===== config.mk =====
export PLATFORM = sky130hd
export DESIGN_NAME = tcdm_stream_reader
export DESIGN_NICKNAME = d
export VERILOG_FILES = /design/src/rtl/tcdm_stream_reader_pkg.sv /design/src/rtl/tcdm_stream_reader_fifo.sv /design/src/rtl/tcdm_stream_reader.sv
export SDC_FILE = /design/constraint.sdc
export NUM_CORES = 1
export LEC_CHECK = 0
export CAP_MARGIN = 25
export CORE_MARGIN = 4
export CORE_UTILIZATION = 35
export DETAILED_ROUTE_END_ITERATION = 7
export GPL_TIMING_DRIVEN = 0
export HOLD_SLACK_MARGIN = 0.06
export PLACE_DENSITY = 0.59
export SKIP_LAST_GASP = 1
export SLEW_MARGIN = 40
export SYNTH_ARGS = -nofsm -noshare
export SYNTH_HDL_FRONTEND = slang
export SYNTH_HIERARCHICAL = 1
export SYNTH_SLANG_ARGS = --single-unit

===== constraint.sdc =====
create_clock -name clk_i -period 5.5 [get_ports clk_i]
set_clock_uncertainty 0.15 [all_clocks]
set_input_delay 1.1 -clock clk_i [delete_from_list [all_inputs] [get_ports clk_i]]
set_output_delay 1.1 -clock clk_i [all_outputs]
set_load 0.1 [all_outputs]

===== src/rtl/tcdm_stream_reader_pkg.sv =====
// Shared types and constants for the TCDM stream reader.
package tcdm_stream_reader_pkg;

  localparam int         TCDM_DATA_W = 32;
  localparam logic [3:0] TCDM_BE_ALL = 4'hF;

  typedef enum logic [1:0] {
    IDLE  = 2'd0,
    ISSUE = 2'd1,
    DRAIN = 2'd2,
    DONE  = 2'd3
  } state_t;

endpackage


===== src/rtl/tcdm_stream_reader_fifo.sv =====
// Response FIFO: DEPTH x DW words, synchronous active-low reset plus soft clear.
// Push and pop in the same cycle are legal at any occupancy; a push into an
// empty FIFO is only visible on data_o the following cycle.
module tcdm_stream_reader_fifo
  import tcdm_stream_reader_pkg::*;
#(
  parameter int DEPTH = 4,
  parameter int DW    = TCDM_DATA_W,
  parameter int CW    = $clog2(DEPTH) + 1
) (
  input  logic          clk_i,
  input  logic          rst_ni,
  input  logic          clear_i,
  input  logic          push_i,
  input  logic [DW-1:0] data_i,
  input  logic          pop_i,
  output logic [DW-1:0] data_o,
  output logic          full_o,
  output logic          empty_o,
  output logic [CW-1:0] count_o
);

  localparam int AW = $clog2(DEPTH);

  logic [DW-1:0] mem_q [DEPTH];
  logic [AW-1:0] wr_ptr_q, rd_ptr_q;
  logic [CW-1:0] cnt_q;
  logic          do_pop;

  assign do_pop = pop_i & ~empty_o;

  // Pointer and occupancy tracking; DEPTH is a power of two so pointers wrap naturally.
  always_ff @(posedge clk_i) begin
    if (!rst_ni || clear_i) begin
      wr_ptr_q <= '0;
      rd_ptr_q <= '0;
      cnt_q    <= '0;
    end else begin
      if (push_i) wr_ptr_q <= wr_ptr_q + AW'(1);
      if (do_pop) rd_ptr_q <= rd_ptr_q + AW'(1);
      cnt_q <= cnt_q + CW'(push_i) - CW'(do_pop);
    end
  end

  // Storage; stale contents are harmless since count gates visibility.
  always_ff @(posedge clk_i) begin
    if (push_i) mem_q[wr_ptr_q] <= data_i;
  end

  assign data_o  = mem_q[rd_ptr_q];
  assign empty_o = (cnt_q == '0);
  assign full_o  = (cnt_q == CW'(DEPTH));
  assign count_o = cnt_q;

endmodule


===== src/rtl/tcdm_stream_reader.sv =====
// TCDM stream reader: fetches length_i words at base_addr_i + k*stride_i over a
// TCDM master port and emits them in order as a 32-bit stream.
// Outstanding requests plus buffered words never exceed FIFO_DEPTH, so every
// response has a FIFO slot waiting for it.
// Optional: define TCDM_STREAM_READER_PERF_EN to count req&!gnt stall cycles on
// stall_cnt_o; otherwise stall_cnt_o is tied to zero.
module tcdm_stream_reader
  import tcdm_stream_reader_pkg::*;
#(
  parameter int FIFO_DEPTH = 4,
  parameter int LEN_WIDTH  = 16
) (
  input  logic                   clk_i,
  input  logic                   rst_ni,
  input  logic                   clear_i,
  input  logic                   start_i,
  input  logic [31:0]            base_addr_i,
  input  logic [31:0]            stride_i,
  input  logic [LEN_WIDTH-1:0]   length_i,
  output logic                   busy_o,
  output logic                   done_o,
  output logic [31:0]            stall_cnt_o,
  // TCDM master
  output logic                   tcdm_req,
  input  logic                   tcdm_gnt,
  output logic [31:0]            tcdm_add,
  output logic                   tcdm_wen,
  output logic [3:0]             tcdm_be,
  output logic [TCDM_DATA_W-1:0] tcdm_data,
  input  logic [TCDM_DATA_W-1:0] tcdm_r_data,
  input  logic                   tcdm_r_valid,
  // stream source
  output logic                   stream_valid,
  input  logic                   stream_ready,
  output logic [TCDM_DATA_W-1:0] stream_data,
  output logic [3:0]             stream_strb
);

  localparam int CW = $clog2(FIFO_DEPTH) + 1;
  localparam int SW = CW + 1;

  state_t               state_q, state_d;
  logic [31:0]          addr_q, stride_q;
  logic [LEN_WIDTH-1:0] len_q, issued_q, popped_q;
  logic [CW-1:0]        inflight_q, fifo_cnt;
  logic                 fifo_full, fifo_empty;
  logic                 start_acc, gnt_fire, push, pop, last_gnt, last_pop;

  assign start_acc = (state_q == IDLE) & start_i;
  assign gnt_fire  = tcdm_req & tcdm_gnt;
  // A response with nothing in flight belongs to a transfer that was cleared.
  assign push      = tcdm_r_valid & (inflight_q != '0);
  assign pop       = stream_valid & stream_ready;
  assign last_gnt  = gnt_fire & (issued_q == len_q - LEN_WIDTH'(1));
  assign last_pop  = pop & (popped_q == len_q - LEN_WIDTH'(1));

  assign tcdm_req  = (state_q == ISSUE) &
                     (({1'b0, inflight_q} + {1'b0, fifo_cnt}) < SW'(FIFO_DEPTH));
  assign tcdm_add  = addr_q;
  assign tcdm_wen  = 1'b1;
  assign tcdm_be   = TCDM_BE_ALL;
  assign tcdm_data = '0;

  assign stream_valid = ~fifo_empty;
  assign stream_strb  = TCDM_BE_ALL;

  assign busy_o = (state_q == ISSUE) | (state_q == DRAIN);
  assign done_o = (state_q == DONE);

  // Next-state: issue all requests, drain until the last word leaves, pulse done.
  always_comb begin
    state_d = state_q;
    case (state_q)
      IDLE:    if (start_i) state_d = (length_i == '0) ? DONE : ISSUE;
      ISSUE:   if (last_gnt) state_d = DRAIN;
      DRAIN:   if (last_pop) state_d = DONE;
      DONE:    state_d = IDLE;
      default: state_d = IDLE;
    endcase
  end

  // FSM, address generator, issue/pop counters and in-flight tracking.
  always_ff @(posedge clk_i) begin
    if (!rst_ni || clear_i) begin
      state_q    <= IDLE;
      addr_q     <= '0;
      stride_q   <= '0;
      len_q      <= '0;
      issued_q   <= '0;
      popped_q   <= '0;
      inflight_q <= '0;
    end else begin
      state_q <= state_d;
      if (start_acc) begin
        addr_q   <= base_addr_i;
        stride_q <= stride_i;
        len_q    <= length_i;
        issued_q <= '0;
        popped_q <= '0;
      end else begin
        if (gnt_fire) begin
          addr_q   <= addr_q + stride_q;
          issued_q <= issued_q + LEN_WIDTH'(1);
        end
        if (pop) popped_q <= popped_q + LEN_WIDTH'(1);
      end
      if (gnt_fire && !push)      inflight_q <= inflight_q + CW'(1);
      else if (!gnt_fire && push) inflight_q <= inflight_q - CW'(1);
    end
  end

  tcdm_stream_reader_fifo #(
    .DEPTH (FIFO_DEPTH),
    .DW    (TCDM_DATA_W),
    .CW    (CW)
  ) i_fifo (
    .clk_i   (clk_i),
    .rst_ni  (rst_ni),
    .clear_i (clear_i),
    .push_i  (push),
    .data_i  (tcdm_r_data),
    .pop_i   (pop),
    .data_o  (stream_data),
    .full_o  (fifo_full),
    .empty_o (fifo_empty),
    .count_o (fifo_cnt)
  );

  // The credit limit must make an overflowing push impossible.
  a_no_overflow: assert property (@(posedge clk_i) disable iff (!rst_ni || clear_i)
    !(push && fifo_full && !pop));

`ifdef TCDM_STREAM_READER_PERF_EN
  logic [31:0] stall_cnt_q;

  // Saturating count of cycles where a request waits for its grant.
  always_ff @(posedge clk_i) begin
    if (!rst_ni || clear_i || start_acc) stall_cnt_q <= '0;
    else if (tcdm_req && !tcdm_gnt && (stall_cnt_q != '1))
      stall_cnt_q <= stall_cnt_q + 32'd1;
  end

  assign stall_cnt_o = stall_cnt_q;
`else
  assign stall_cnt_o = '0;
`endif

endmodule


==> metrics <==
static leakage 6.35 nW; Bufs and invs on worst path 5; dpl cell area 0.0157 mm^2; ANT cells 0; Slew Limit Fails 0; Final min period 5.09 ns; routed len/inst 17.5 um; Worst Path Max Fanout 10; RSZ-0062 raised after global routing no; final cell count without fillers 2,101; Critical Path RT 5.84 ns; postcts setup bufs 0; cts hold-fix bufs 0; GP Congestion 0.894; Initial Util 0.358; FILL cells 3,627; status finished clean; Hold Vio Cnt, Final 0; worst hold path class flop to flop; Initial DRC Count 537; reg2reg setup slack 0.41 ns; DR vias/cell 4.97; Tot GR Track Use 0.172; port bufs 186; total congestion overflow 0; Finished Cell Area 0.0166 mm^2; via count 10,400; initial antenna violation count 0; DP HPWL 27.6 mm; PwrDens 299 mW/mm^2; largest net degree at the start of global routing 33; Post-Synthesis Cells 1,287; critical path startpoint state_q[1]; average size of a mapped cell 10.3 um^2; CTS Buf Count 30; Die Ht 203 um; H-tree depth 1; total negative slack 0 ns; die area 0.0410 mm^2; Site Rows 70; CTS resizes 0; Pre-antenna DRT Iters 5; antenna-violating nets left 0; Slew @ Worst Pin 0.785 ns; clk root buf clkbuf_16; Worst-path clk slew 0.06 ns; final WL 36.7 mm; crit end category flop; Fmax 196 MHz; Worst setup SP type flop; crit share post-route 0.926; Layout Nets 1,746; Worst Path Arrival 5.43 ns; vias in the first global route 10,400; CP max-delay cell buf_1; Power, Total 0.00497 W; synthesis-to-finish area growth 25.5%; reg-to-reg startpoint state_q[1]; dpl cells 2,048; DRC viols 0; relative slew slack 0.477; worst vdd ir 232 uV; Setup-failing EPs final 0; TritonCTS clock tree yes; share of post-route cells with drive strength above 1 0.153; worst hold slack 0.308 ns; wire length of the first global-routing pass 57.4 mm; core area 0.0370 mm^2; Cell Area, Synth 0.0132 mm^2; crit path kind flop to flop; YS warnings 6; critical path cell sequence inv_1, ha_1, or4b_2, a31oi_1, nand2_1, clkinv_1, clkbuf_1, buf_1, ha_1, inv_1, fa_1, xor2_1, or3_1, a21oi_1; Max Cap Viol 0; IO Pins 260; Crit path max-delay family buffers and inverters; worst skew pair latency 0.56 ns; hold_sp stride_q[19]; Die Width 203 um; CTS Buffer Depth 3; Max stage delay on crit path 0.66 ns; # clock sinks 254
-- worst min-delay path, stage by stage, from the launching register on --
cell and delay [ns]:
dfxtp_1 0.31, nand2_1 0.05, a21oi_1 0.05
-- placed cells by master, fill, tap and decap left out, drive strengths merged, types with 10 or more instances in the layout --
cell	count
nand2	175
buf	163
edfxtp	128
dfxtp	126
clkdlybuf4s50	118
a21oi	116
nor2	84
clkbuf	82
conb	73
o21ai	50
ha	48
xnor2	36
xor2	34
inv	33
mux4	32
nand3	30
or3	20
nor3	18
nand4	16
a21o	14
and3	12
a311oi	12
clkinv	12
mux2i	11
and2	11
nor2b	10
a211oi	10
nor4	10
-- worst paths after layout --
kind                                      end  cells after the start
worst max-delay path            inflight_q[2]                     14
worst min-delay path             stride_q[19]                      2
worst max register to register  inflight_q[2]                     14
worst min register to register   stride_q[19]                      2
-- routing by layer --
| layer | global-route usage | vias to the layer above | share of wire |
|---|---|---|---|
| met5 | 0 | - | 0 |
| met4 | 0.0388 | 0 | 0.024 |
| met3 | 0.0286 | 58 | 0.055 |
| met2 | 0.292 | 310 | 0.47 |
| met1 | 0.233 | 4967 | 0.45 |
| li1 | - | 5112 | - |
-- metrics by stage --
step                setup WS, ns  utilization
finish                     0.407        0.450
CTS                        0.425        0.450
global route               0.236        0.450
detailed placement         0.445        0.424
floorplan                  0.151            -
global placement           0.532        0.433
-- final cells by class --
| class | instances | area [um^2] | area share |
|---|---|---|---|
| sequential | 254 | 6370 | 0.383 |
| clock inverter | 16 | 169 | 0.0102 |
| multi-input combinational | 931 | 6150 | 0.370 |
| tap | 504 | 631 | 0.0379 |
| buffer | 140 | 882 | 0.0531 |
| timing repair buffer | 186 | 1520 | 0.0915 |
| clock buffer | 37 | 777 | 0.0467 |
| inverter | 33 | 124 | 0.00745 |
-- sequential cells by signal, indices dropped and copies added (netlist names), named ones only --
signal           count
inflight_q           3
len_q               16
state_q              2
i_fifo/rd_ptr_q      2
i_fifo/count_o       3
i_fifo/wr_ptr_q      2
popped_q            16
tcdm_add            32
stride_q            32
issued_q            16
i_fifo/mem_q       128
-- where the power goes --
part           switching [W]  leakage [nW]  total, W  internal, W
Combinational       0.000726          3.71  0.000998     0.000273
Sequential         0.0000311          2.17   0.00206      0.00203
Clock               0.000775         0.464   0.00191      0.00114
No activity file was read; power rests on OpenSTA's default activity.
